## src/rtl/sat_pkg.sv

```systemverilog
// Shared SAT-solver types: literals, formulas and the propagation-arbiter state encoding.
// The arbiter watchdog is enabled by defining PROP_ARB_TIMEOUT_EN.
package sat_pkg;

  localparam int NUM_W      = 4;
  localparam int N_CLAUSES  = 4;
  localparam int CLAUSE_LEN = 3;

  typedef logic [NUM_W-1:0] number_literal;

  typedef struct packed {
    number_literal num;
    logic          val;
  } lit;

  typedef struct packed {
    logic [N_CLAUSES-1:0]                clause_en;
    lit   [N_CLAUSES-1:0][CLAUSE_LEN-1:0] clauses;
  } formula;

  localparam lit     zero_lit     = lit'('0);
  localparam formula zero_formula = formula'('0);

  localparam logic [1:0] ST_IDLE    = 2'd0;
  localparam logic [1:0] ST_BUSY    = 2'd1;
  localparam logic [1:0] ST_RESPOND = 2'd2;
  localparam logic [1:0] ST_DRAIN   = 2'd3;

  typedef enum logic [1:0] {
    ARB_IDLE    = ST_IDLE,
    ARB_BUSY    = ST_BUSY,
    ARB_RESPOND = ST_RESPOND,
    ARB_DRAIN   = ST_DRAIN
  } arb_state_t;

endpackage

```

## src/rtl/prop_engine_arbiter_rr_pick.sv

```systemverilog
// Round-robin picker: first set request scanning upward from rr_ptr_i, wrapping at N_REQ.
// Purely combinational; used by prop_engine_arbiter (PROP_ARB_TIMEOUT_EN has no effect here).
module prop_rr_pick #(
  parameter int N_REQ = 4,
  parameter int IW    = 2
) (
  input  logic [N_REQ-1:0] req_i,
  input  logic [IW-1:0]    rr_ptr_i,
  output logic [N_REQ-1:0] pick_o,
  output logic [IW-1:0]    idx_o,
  output logic             any_o
);

  logic [IW-1:0] cand_s;
  logic          hit_s;

  // scan priority order and keep only the first hit
  always_comb begin
    pick_o = '0;
    idx_o  = '0;
    any_o  = 1'b0;
    cand_s = '0;
    hit_s  = 1'b0;
    for (int i = 0; i < N_REQ; i++) begin
      cand_s         = IW'((int'(rr_ptr_i) + i) % N_REQ);
      hit_s          = req_i[cand_s] & ~any_o;
      pick_o[cand_s] = hit_s;
      idx_o          = hit_s ? cand_s : idx_o;
      any_o          = any_o | hit_s;
    end
  end

endmodule

```

## src/rtl/prop_engine_arbiter.sv

```systemverilog
// Round-robin arbiter sharing one Propagate_literal engine among N_REQ solver front-ends.
// Define PROP_ARB_TIMEOUT_EN to add a BUSY watchdog and the DRAIN state.
module prop_engine_arbiter
  import sat_pkg::*;
#(
  parameter int N_REQ          = 4,
  parameter int TIMEOUT_CYCLES = 1024
) (
  input  logic             clock,
  input  logic             reset,
  input  logic [N_REQ-1:0] req,
  input  formula           req_formula [N_REQ],
  input  lit               req_lit     [N_REQ],
  output logic [N_REQ-1:0] gnt,
  output logic [N_REQ-1:0] rsp_valid,
  output formula           rsp_formula,
  output logic             rsp_empty_clause,
  output logic             rsp_empty_formula,
  output logic             rsp_timeout,
  output logic             eng_find,
  output formula           eng_in_formula,
  output lit               eng_in_lit,
  input  logic             eng_ended,
  input  logic             eng_empty_clause,
  input  logic             eng_empty_formula,
  input  formula           eng_out_formula,
  output logic             busy
);

  localparam int IW = (N_REQ > 1) ? $clog2(N_REQ) : 1;

  if (N_REQ < 2 || TIMEOUT_CYCLES < 1) begin : g_bad_params
    $error("prop_engine_arbiter: N_REQ must be >= 2 and TIMEOUT_CYCLES >= 1");
  end

  logic [1:0]       state_q, state_d;
  logic [IW-1:0]    rr_ptr_q, rr_ptr_d;
  logic [IW-1:0]    owner_q, owner_d;
  logic [N_REQ-1:0] gnt_q, gnt_d;
  logic [N_REQ-1:0] rsp_valid_q, rsp_valid_d;
  formula           rsp_formula_q, rsp_formula_d;
  logic             rsp_ec_q, rsp_ec_d;
  logic             rsp_ef_q, rsp_ef_d;
  logic             eng_find_q, eng_find_d;
  formula           eng_in_formula_q, eng_in_formula_d;
  lit               eng_in_lit_q, eng_in_lit_d;

  logic [N_REQ-1:0] pick_s;
  logic [IW-1:0]    pick_idx_s;
  logic             pick_any_s;
  logic [IW-1:0]    rr_next_s;

`ifdef PROP_ARB_TIMEOUT_EN
  localparam int CW = $clog2(TIMEOUT_CYCLES + 1);
  logic [CW-1:0] cnt_q, cnt_d;
  logic          rsp_to_q, rsp_to_d;
`endif

  prop_rr_pick #(
    .N_REQ (N_REQ),
    .IW    (IW)
  ) u_pick (
    .req_i    (req),
    .rr_ptr_i (rr_ptr_q),
    .pick_o   (pick_s),
    .idx_o    (pick_idx_s),
    .any_o    (pick_any_s)
  );

  assign rr_next_s = (owner_q == IW'(N_REQ - 1)) ? '0 : owner_q + IW'(1);

  // next-state logic; the one-cycle pulses default low every cycle
  always_comb begin
    state_d          = state_q;
    rr_ptr_d         = rr_ptr_q;
    owner_d          = owner_q;
    gnt_d            = gnt_q;
    rsp_valid_d      = '0;
    rsp_formula_d    = rsp_formula_q;
    rsp_ec_d         = rsp_ec_q;
    rsp_ef_d         = rsp_ef_q;
    eng_find_d       = 1'b0;
    eng_in_formula_d = eng_in_formula_q;
    eng_in_lit_d     = eng_in_lit_q;
`ifdef PROP_ARB_TIMEOUT_EN
    cnt_d            = cnt_q;
    rsp_to_d         = 1'b0;
`endif
    case (state_q)
      ST_IDLE: begin
        if (pick_any_s) begin
          gnt_d            = pick_s;
          owner_d          = pick_idx_s;
          eng_in_formula_d = req_formula[pick_idx_s];
          eng_in_lit_d     = req_lit[pick_idx_s];
          eng_find_d       = 1'b1;
          state_d          = ST_BUSY;
`ifdef PROP_ARB_TIMEOUT_EN
          cnt_d            = '0;
`endif
        end else begin
          gnt_d = '0;
        end
      end
      ST_BUSY: begin
        if (eng_ended) begin
          rsp_valid_d   = gnt_q;
          rsp_formula_d = eng_out_formula;
          rsp_ec_d      = eng_empty_clause;
          rsp_ef_d      = eng_empty_formula;
          state_d       = ST_RESPOND;
`ifdef PROP_ARB_TIMEOUT_EN
        end else if (cnt_q == CW'(TIMEOUT_CYCLES - 1)) begin
          // abort: hand the operand back unchanged and wait out the engine in DRAIN
          rsp_valid_d   = gnt_q;
          rsp_to_d      = 1'b1;
          rsp_formula_d = eng_in_formula_q;
          rsp_ec_d      = 1'b0;
          rsp_ef_d      = 1'b0;
          state_d       = ST_DRAIN;
        end else begin
          cnt_d = cnt_q + CW'(1);
`else
        end else begin
          state_d = ST_BUSY;
`endif
        end
      end
      ST_RESPOND: begin
        gnt_d    = '0;
        rr_ptr_d = rr_next_s;
        state_d  = ST_IDLE;
      end
`ifdef PROP_ARB_TIMEOUT_EN
      ST_DRAIN: begin
        if (eng_ended) begin
          gnt_d    = '0;
          rr_ptr_d = rr_next_s;
          state_d  = ST_IDLE;
        end else begin
          state_d = ST_DRAIN;
        end
      end
`endif
      default: begin
        gnt_d   = '0;
        state_d = ST_IDLE;
      end
    endcase
  end

  // state and output registers with synchronous reset
  always_ff @(posedge clock) begin
    if (reset) begin
      state_q          <= ST_IDLE;
      rr_ptr_q         <= '0;
      owner_q          <= '0;
      gnt_q            <= '0;
      rsp_valid_q      <= '0;
      rsp_formula_q    <= zero_formula;
      rsp_ec_q         <= 1'b0;
      rsp_ef_q         <= 1'b0;
      eng_find_q       <= 1'b0;
      eng_in_formula_q <= zero_formula;
      eng_in_lit_q     <= zero_lit;
`ifdef PROP_ARB_TIMEOUT_EN
      cnt_q            <= '0;
      rsp_to_q         <= 1'b0;
`endif
    end else begin
      state_q          <= state_d;
      rr_ptr_q         <= rr_ptr_d;
      owner_q          <= owner_d;
      gnt_q            <= gnt_d;
      rsp_valid_q      <= rsp_valid_d;
      rsp_formula_q    <= rsp_formula_d;
      rsp_ec_q         <= rsp_ec_d;
      rsp_ef_q         <= rsp_ef_d;
      eng_find_q       <= eng_find_d;
      eng_in_formula_q <= eng_in_formula_d;
      eng_in_lit_q     <= eng_in_lit_d;
`ifdef PROP_ARB_TIMEOUT_EN
      cnt_q            <= cnt_d;
      rsp_to_q         <= rsp_to_d;
`endif
    end
  end

  assign gnt               = gnt_q;
  assign rsp_valid         = rsp_valid_q;
  assign rsp_formula       = rsp_formula_q;
  assign rsp_empty_clause  = rsp_ec_q;
  assign rsp_empty_formula = rsp_ef_q;
  assign eng_find          = eng_find_q;
  assign eng_in_formula    = eng_in_formula_q;
  assign eng_in_lit        = eng_in_lit_q;
  assign busy              = (state_q != ST_IDLE);
`ifdef PROP_ARB_TIMEOUT_EN
  assign rsp_timeout       = rsp_to_q;
`else
  assign rsp_timeout       = 1'b0;
`endif

endmodule

```

## config.mk

```make
export PLATFORM = sky130hd
export DESIGN_NAME = prop_engine_arbiter
export DESIGN_NICKNAME = d
export VERILOG_FILES = /design/src/rtl/sat_pkg.sv /design/src/rtl/prop_engine_arbiter_rr_pick.sv /design/src/rtl/prop_engine_arbiter.sv
export SDC_FILE = /design/constraint.sdc
export NUM_CORES = 1
export LEC_CHECK = 0
export ABC_AREA = 1
export ABC_CLOCK_PERIOD_IN_PS = 2700
export CAP_MARGIN = 20
export CORE_AREA = 5 5 189 191
export DETAILED_ROUTE_END_ITERATION = 12
export DIE_AREA = 0 0 194 196
export PLACE_DENSITY = 0.65
export SKIP_CTS_REPAIR_TIMING = 1
export SYNTH_ARGS = -nofsm -noshare
export SYNTH_HDL_FRONTEND = slang
export SYNTH_SLANG_ARGS = --single-unit
```

## constraint.sdc

```tcl
create_clock -name clock -period 2.7 [get_ports clock]
set_input_delay 0.27 -clock clock [delete_from_list [all_inputs] [get_ports clock]]
set_output_delay 0.27 -clock clock [all_outputs]
set_load 0.01 [all_outputs]
```

==> results.md, run 1 <==
- The run finished with clean final reports.
- In the global route stage, met1 resource usage came out at 0.214.
- In this run the register-to-register setup slack is 0.19 ns.
- Synthesis produced a netlist whose cell count is 1358.
- The clock root buffer is sky130_fd_sc_hd__clkbuf_16.
- After synthesis the netlist holds a flip-flop and latch count of 150.
- The clock latency at the later pin of the worst-skew pair is 0.44 ns.
- The highest cell delay on the worst timing path is roughly 0.40 ns.
- Data arrives at the worst endpoint at 2.85 ns.
- Of all nets on the critical path, the largest fanout is 55.
- The type of the worst min-delay path is in -> reg.
- In the final layout, the share of cells above drive strength 1 is 0.0705.
- The number of antenna violations at the first check in global routing is 1.
- The critical setup path kind is reg -> reg.
- The proportion of power drawn by flip-flops and latches is 0.316.
- The power per cell area is 610 mW/mm^2.
- For this run, the top clock speed supported by timing is 398 MHz.
- The met3 routing resource usage after global routing is 0.0689.
- The remaining antenna violation count after routing is 0.
- The area of all placed cells without fillers is roughly 0.015 mm^2.
- The static power due to leakage is 6.64 nW.
- Counting I/O delays and the setup requirement, the final critical path takes 2.51 ns.
- Detailed placement ended at an HPWL of between 20000 and 30000 um.
- The synthesized netlist occupies a cell area of 0.00862 mm^2.
- The placed cell area is 0.0140 mm^2.
- The net count reported at finish is 2171.
- The deepest clock path buffer count is 2.
- The total count of max-transition violations in the final report came to 0.
- Sorting the synthesized cells by area gives the leading types as sky130_fd_sc_hd__dfxtp_1 (35%), sky130_fd_sc_hd__nand2_1 (19%), sky130_fd_sc_hd__nor2_1 (9.0%).
- The area added between synthesis and finish is 69.7%.
- The via count of the first global-routing pass is 10100.
- The sum of internal, switching and leakage power is 8.93 mW.
- The share of total power dissipated in the clock network is 0.258.
- The aggregate global routing overflow is 0.
- From bottom edge to top edge, the die measures 196 um.
- The library cells used most frequently in the layout, excluding fill and tap cells, are sky130_fd_sc_hd__clkdlybuf4s50_1 (493), sky130_fd_sc_hd__nand2_1 (435), sky130_fd_sc_hd__nor2_1 (204).
- The post-synthesis average cell area is 6.35 um^2.
- The post-route DRC violation count is 0.
- The number of hold violations in the final report came to 0.
- The worst setup path is captured at a flip-flop.
- The internal power component is 5.72 mW.
- The first routing iteration left roughly 360 violations.
- The number of levels in the clock H-tree is 4.
- The worst path buffer plus inverter count is 5.
- The kind of launch point of the worst setup path is a flip-flop.
- The switching power as a share of total power is 0.359.
- The dominant delay contributor by cell family on the critical path is simple AND/OR/NAND/NOR gates.
- Setup repair after global routing left no endpoint under its margin.
- The last weighted congestion value of the routability-driven placer is 0.879.
- For this run, global-route usage on met2 was measured as 0.332.
- Data on the critical path is required at its endpoint by between 3 and 4 ns.
- Once layout is complete, the utilization of the core stands at 0.431.
- The starting density of the core is 0.254.
- From left edge to right edge, the die measures 194 um.
- The detailed-router iteration count before antenna repair is 5.
- The first global-routing pass estimated roughly 58000 um of wire.
- The row count is slightly below 70.
- Between clock sinks in the finished design, the worst skew comes to 0.00914 ns.
- When the netlist entered floorplanning its net count stood at 1712.
- The share of the Yosys chip area taken by registers is 0.348.
- The power share of the combinational group is 0.426.
- The count of buffers inserted at the top-level ports is 493.
- 495 I/O pins were placed.
- The clock-pin slew of the registers on the worst-case setup and hold paths is ~0.060 ns.
- The worst hold slack is 0.416 ns.
- During synthesis, Yosys emitted a total of 0 warnings.
- The total number of clock tree sinks is 150.
- The critical path's slowest cell is sky130_fd_sc_hd__dfxtp_1.
- Max-cap violations in this run came to 0.
- The most common library cell in the layout ignoring fill and taps is sky130_fd_sc_hd__clkdlybuf4s50_1.
- The area of the die is between 0.03 and 0.04 mm^2.
- TritonCTS built the clock tree.
- The busiest layer in global routing is met2.
- The number of library cell types mapped by synthesis is 39.
- Detailed routing inserted a total of roughly 10000 vias.
- The slew at the pin with the worst max-slew slack is roughly 0.60 ns.
- Headroom to the max-slew limit came out at 0.599.
- The final setup violation count is 0.
- The fill cell instance count of the final layout is about 3500.
- The dominant cell type by count on the critical path is sky130_fd_sc_hd__nand3_1.
- The number of buffers created by CTS is 17.
- For this block, the routed nets add up to 38200 um of wire.
- Using the TritonRoute via totals, the vias-per-cell ratio works out to 4.47.
- The floorplan step defined a core boundary enclosing 0.0339 mm^2.
- Dividing the detail-routed wire length by the instance count gives 16.7 um.
- Summed over all failing endpoints, the final setup total negative slack is 0 ns.
- The area share of the largest cell type after synthesis is 0.348.
- For this run, the total global-route usage over all layers was measured as 0.190.
- The library cell with the largest summed area after synthesis is sky130_fd_sc_hd__dfxtp_1.
- The maximum vdd ir drop is 0.516 mV.
- The largest net degree at the start of global routing is 85.
- Walking the worst path, the cells encountered are inv_6 > ha_1 > inv_1 > nand3_1 > nand2_4 > nor2_1 > nor2_2 > nand2_4 > buf_12 > buf_4 > nand3_1 > nand3_1 > nand3_1 > nand2_1 > inv_1.
- In the finished design, the share of the clock period the worst path needs comes to 0.931.
- In this run the power spent charging and discharging nets is between 3 and 4 mW.
- The number of antenna diodes in the final layout is 0.
==> cell usage after synthesis, drive strengths merged <==
cell type	number
o21ai	76
a21boi	1
nor3b	16
inv	122
buf	44
o31ai	2
conb	1
a211oi	1
nor2	210
dfxtp	150
nand3	142
ha	5
o22ai	1
or2	38
nand4	2
a21oi	15
clkinv	1
clkbuf	43
o211ai	40
nand2	448
==> layout make-up <==
class,count,area (um^2),area share
Inverter,123,474,0.0324
Clock inverter,10,98.8,0.00675
Tap cell,455,569,0.0389
Timing Repair Buffer,527,5340,0.365
Sequential cell,150,3000,0.205
Clock buffer,21,450,0.0308
Multi-Input combinational cell,998,4700,0.321
==> power groups by stage <==
stage	Clock, mW	Sequential, mW	Combinational, mW
after floorplan	0	3.02	1.74
after global placement	0	2.86	3.78
after detailed placement	0	2.87	3.80
after CTS	2.40	2.83	3.82
after global routing	2.48	2.88	4.18
final	2.30	2.83	3.80
==> stage by stage <==
step	worst slack [ns]	instances
floorplan	0.455	1358
global placement	0.0402	2252
detailed placement	0.0618	2252
CTS	0.0789	2283
global route	0.0115	2284
finish	0.187	2284
==> cells by family after synthesis <==
group,count (synthesis),share of synthesized area
other,1,0.000435
flip-flops,150,0.348
AO/OA/AOI/OAI,136,0.104
AND/OR/NAND/NOR,856,0.429
buffers and inverters,210,0.110
adder cells (fa/ha/maj),5,0.00725
==> state kept, by name, indices dropped and copies added, names as in the netlist <==
signal,flops
rsp_empty_formula,1
state_q,2
rsp_valid,4
rsp_empty_clause,1
owner_q,2
eng_find,1
rsp_formula,64
gnt,4
eng_in_lit,5
eng_in_formula,64
rr_ptr_q,2
==> metal layers <==
layer	wire (um)	part of all wire	up-vias
met5	0	0	-
met4	965	0.025	0
met3	3510	0.092	56
met2	18600	0.49	403
met1	15100	0.40	4609
li1	-	-	5149
==> final timing paths <==
kind,start,to,cells past startpoint
hold / removal,eng_out_formula[39],rsp_formula[39]$_SDFFE_PP0P_,3
setup reg to reg,rr_ptr_q[0]$_SDFFE_PP0N_,eng_in_formula[45]$_SDFFE_PP0P_,15
setup / recovery,rr_ptr_q[0]$_SDFFE_PP0N_,eng_in_formula[45]$_SDFFE_PP0P_,15
hold reg to reg,gnt[3]$_SDFFE_PP0P_,rsp_valid[3]$_SDFF_PP0_,2
==> worst min-delay path: stages <==
cell	delay [ns]
sky130_fd_sc_hd__clkdlybuf4s50_1	0.40
sky130_fd_sc_hd__nor2_1	0.10
sky130_fd_sc_hd__nor2_1	0.05
No activity file was read; power rests on OpenSTA's default activity.
==> inputs of run 2 (changes only) <==
Settings changed: HOLD_SLACK_MARGIN set to 0.08, SKIP_LAST_GASP set to 1.
==> results of run 2 <==
No change in the layout: final DEF, timing and power equal those of run 1.
==> RTL edit (config.mk and constraints of run 2) <==
Make the reset (`reset`) asynchronous in one clocked block. Comments in the files are not updated.
--- a/src/rtl/prop_engine_arbiter.sv
+++ b/src/rtl/prop_engine_arbiter.sv
@@ -152,3 +152,3 @@
   // state and output registers with synchronous reset
-  always_ff @(posedge clock) begin
+  always_ff @(posedge clock or posedge reset) begin
     if (reset) begin
Formal check against the unedited RTL: differs if reset is asserted again (counterexample within 4 cycles, from zero or initial values and one cycle with reset high); with reset held inactive, the same outputs for 4 cycles.
==> RTL edit against run 2 <==
Cell count is 1.4% lower. Cell area increased by 2.0%. Fmax grew 3.5%. Sequential cell count stayed put. Synthesized area is 3.0% higher. Critical path type unchanged. Routed wire length decreased by 6.8%. Critical path depth unchanged. Core utilization grew 0.88 points. Setup slack improved by 0.085 ns. Via count is 4.3% lower.
Power is not compared: it rests on default switching activity, and its combinational part moved more than twofold at a synthesized area within 25%.
==> RTL edit: results (changes against run 2) <==
DR vias/cell -> 4.338 (was 4.473)
Mapped Cells -> 1318 (was 1358)
Worst stage delay on the critical path -> 0.42 ns (was 0.40 ns)
Cell-internal power -> 0.009687 W
Clock transition at the registers of the reported paths -> 0.08 ns (was 0.06 ns)
Final WL -> 35600 um (was 38210 um)
Status -> finished, final reports clean (unchanged)
FF-to-FF End -> eng_in_formula[38] (was eng_in_formula[45])
Synth Area in Compound Gates -> 0.01859 (was 0.1043)
Detailed-route wire length per cell -> 15.80 um (was 16.73 um)
Adder-cell area share of the yosys netlist -> 0.007043 (was 0.007254)
Clock Power -> 0.00248 W
Sequential area share after synthesis -> 0.4226 (was 0.3482)
Top post-synthesis cells by area -> dfrtp_1, nand2_1, nand3_1 (was dfxtp_1, nand2_1, nor2_1)
Clock Skew -> 0.01281 ns (was 0.009140 ns)
Vias in the first global route -> 10100 (about the same)
Routability cong. -> 0.9056 (was 0.8791)
Post-synth top cells -> nand2_1, nand3_1, inv_1 (was nand2_1, nor2_1, dfxtp_1)
Crit-path slowest cell -> dfrtp_1 (was dfxtp_1)
Unique masters post-synth -> 34 (was 39)
Worst skew pair latency -> 0.43 ns
Multiplexer share of the synthesized area -> 0 (unchanged)
Worst EP arrival -> 2.74 ns (was 2.85 ns)
Post-synthesis async set-or-reset flop share -> 1.000 (was 0)
First-pass GRT wire length -> 55970 um (was 57510 um)
Total Nets Final -> 2138 (was 2171)
Initial antenna violation count -> 2 (was 1)
Layout cell share with drive strength beyond 1 -> 0.05008 (was 0.07053)
Slew margin rel. -> 0.4938 (was 0.5991)
Fillers -> 3410 (was 3464)
Syn nets -> 1672 (was 1712)
Crit path max fanout -> 35 (was 55)
Total GRT Usage -> 0.1833 (was 0.1896)
CP Launch Point -> rr_ptr_q[0] (unchanged)
Min-delay worst type -> primary input to asynchronous set/reset pin (was primary input to register)
Xor/xnor share of the synthesized area -> 0 (unchanged)
Hpwl dp -> 27580 um (was 28920 um)
Reg2reg setup slack -> 0.27 ns (was 0.19 ns)
Placed insts -> 2220 (was 2252)
-- RTL edit: cell types whose count changed after synthesis, moves of 56 or more --
| cell | run 2 | this run |
|---|---|---|
| o21ai_0 | 76 | 12 |
| nand2_1 | 436 | 609 |
| dfxtp_1 | 150 | 0 |
| nor2_1 | 206 | 9 |
| nand3_1 | 136 | 195 |
| inv_1 | 115 | 171 |
| dfrtp_1 | 0 | 150 |
-- RTL edit: worst min path at each step --
stage	endpoint	slack [ns]	depth (start not counted)
2_1_floorplan	state_q[0]	0.38	1
3_5_place_dp	rsp_formula[26]	0.46	2
6_report	rsp_formula[15]	0.25	2
5_1_grt	eng_in_formula[14]	0.26	2
4_1_cts	rsp_formula[33]	0.24	2
3_3_place_gp	eng_in_formula[60]	0.46	2
-- RTL edit: final cells by class --
type	instances	share of cell area
timing repair buffer	516	0.3513
multi-input combinational	923	0.2734
sequential	150	0.2514
inverter	176	0.04500
tap	455	0.03813
clock buffer	17	0.02849
clock inverter	15	0.01215
antenna	1	0.0001676
-- RTL edit: routing by layer --
metal  wire length, um  GRT usage
met5                 8          0
met4              1026    0.06406
met2             17860     0.3197
met1             14140     0.2153
met3              2569    0.05461
-- RTL edit: metrics by stage --
| stage | setup slack [ns] | cell area [um2] | total power [W] |
|---|---|---|---|
| 2_1_floorplan | 0.4308 | 8886 | 0.01130 |
| 3_3_place_gp | 0.3067 | 14320 | 0.01588 |
| 3_5_place_dp | 0.2730 | 14320 | 0.01603 |
| 4_1_cts | 0.2488 | 14930 | 0.01862 |
| 5_1_grt | 0.02311 | 14930 | 0.02013 |
| 6_report | 0.2720 | 14930 | 0.01838 |
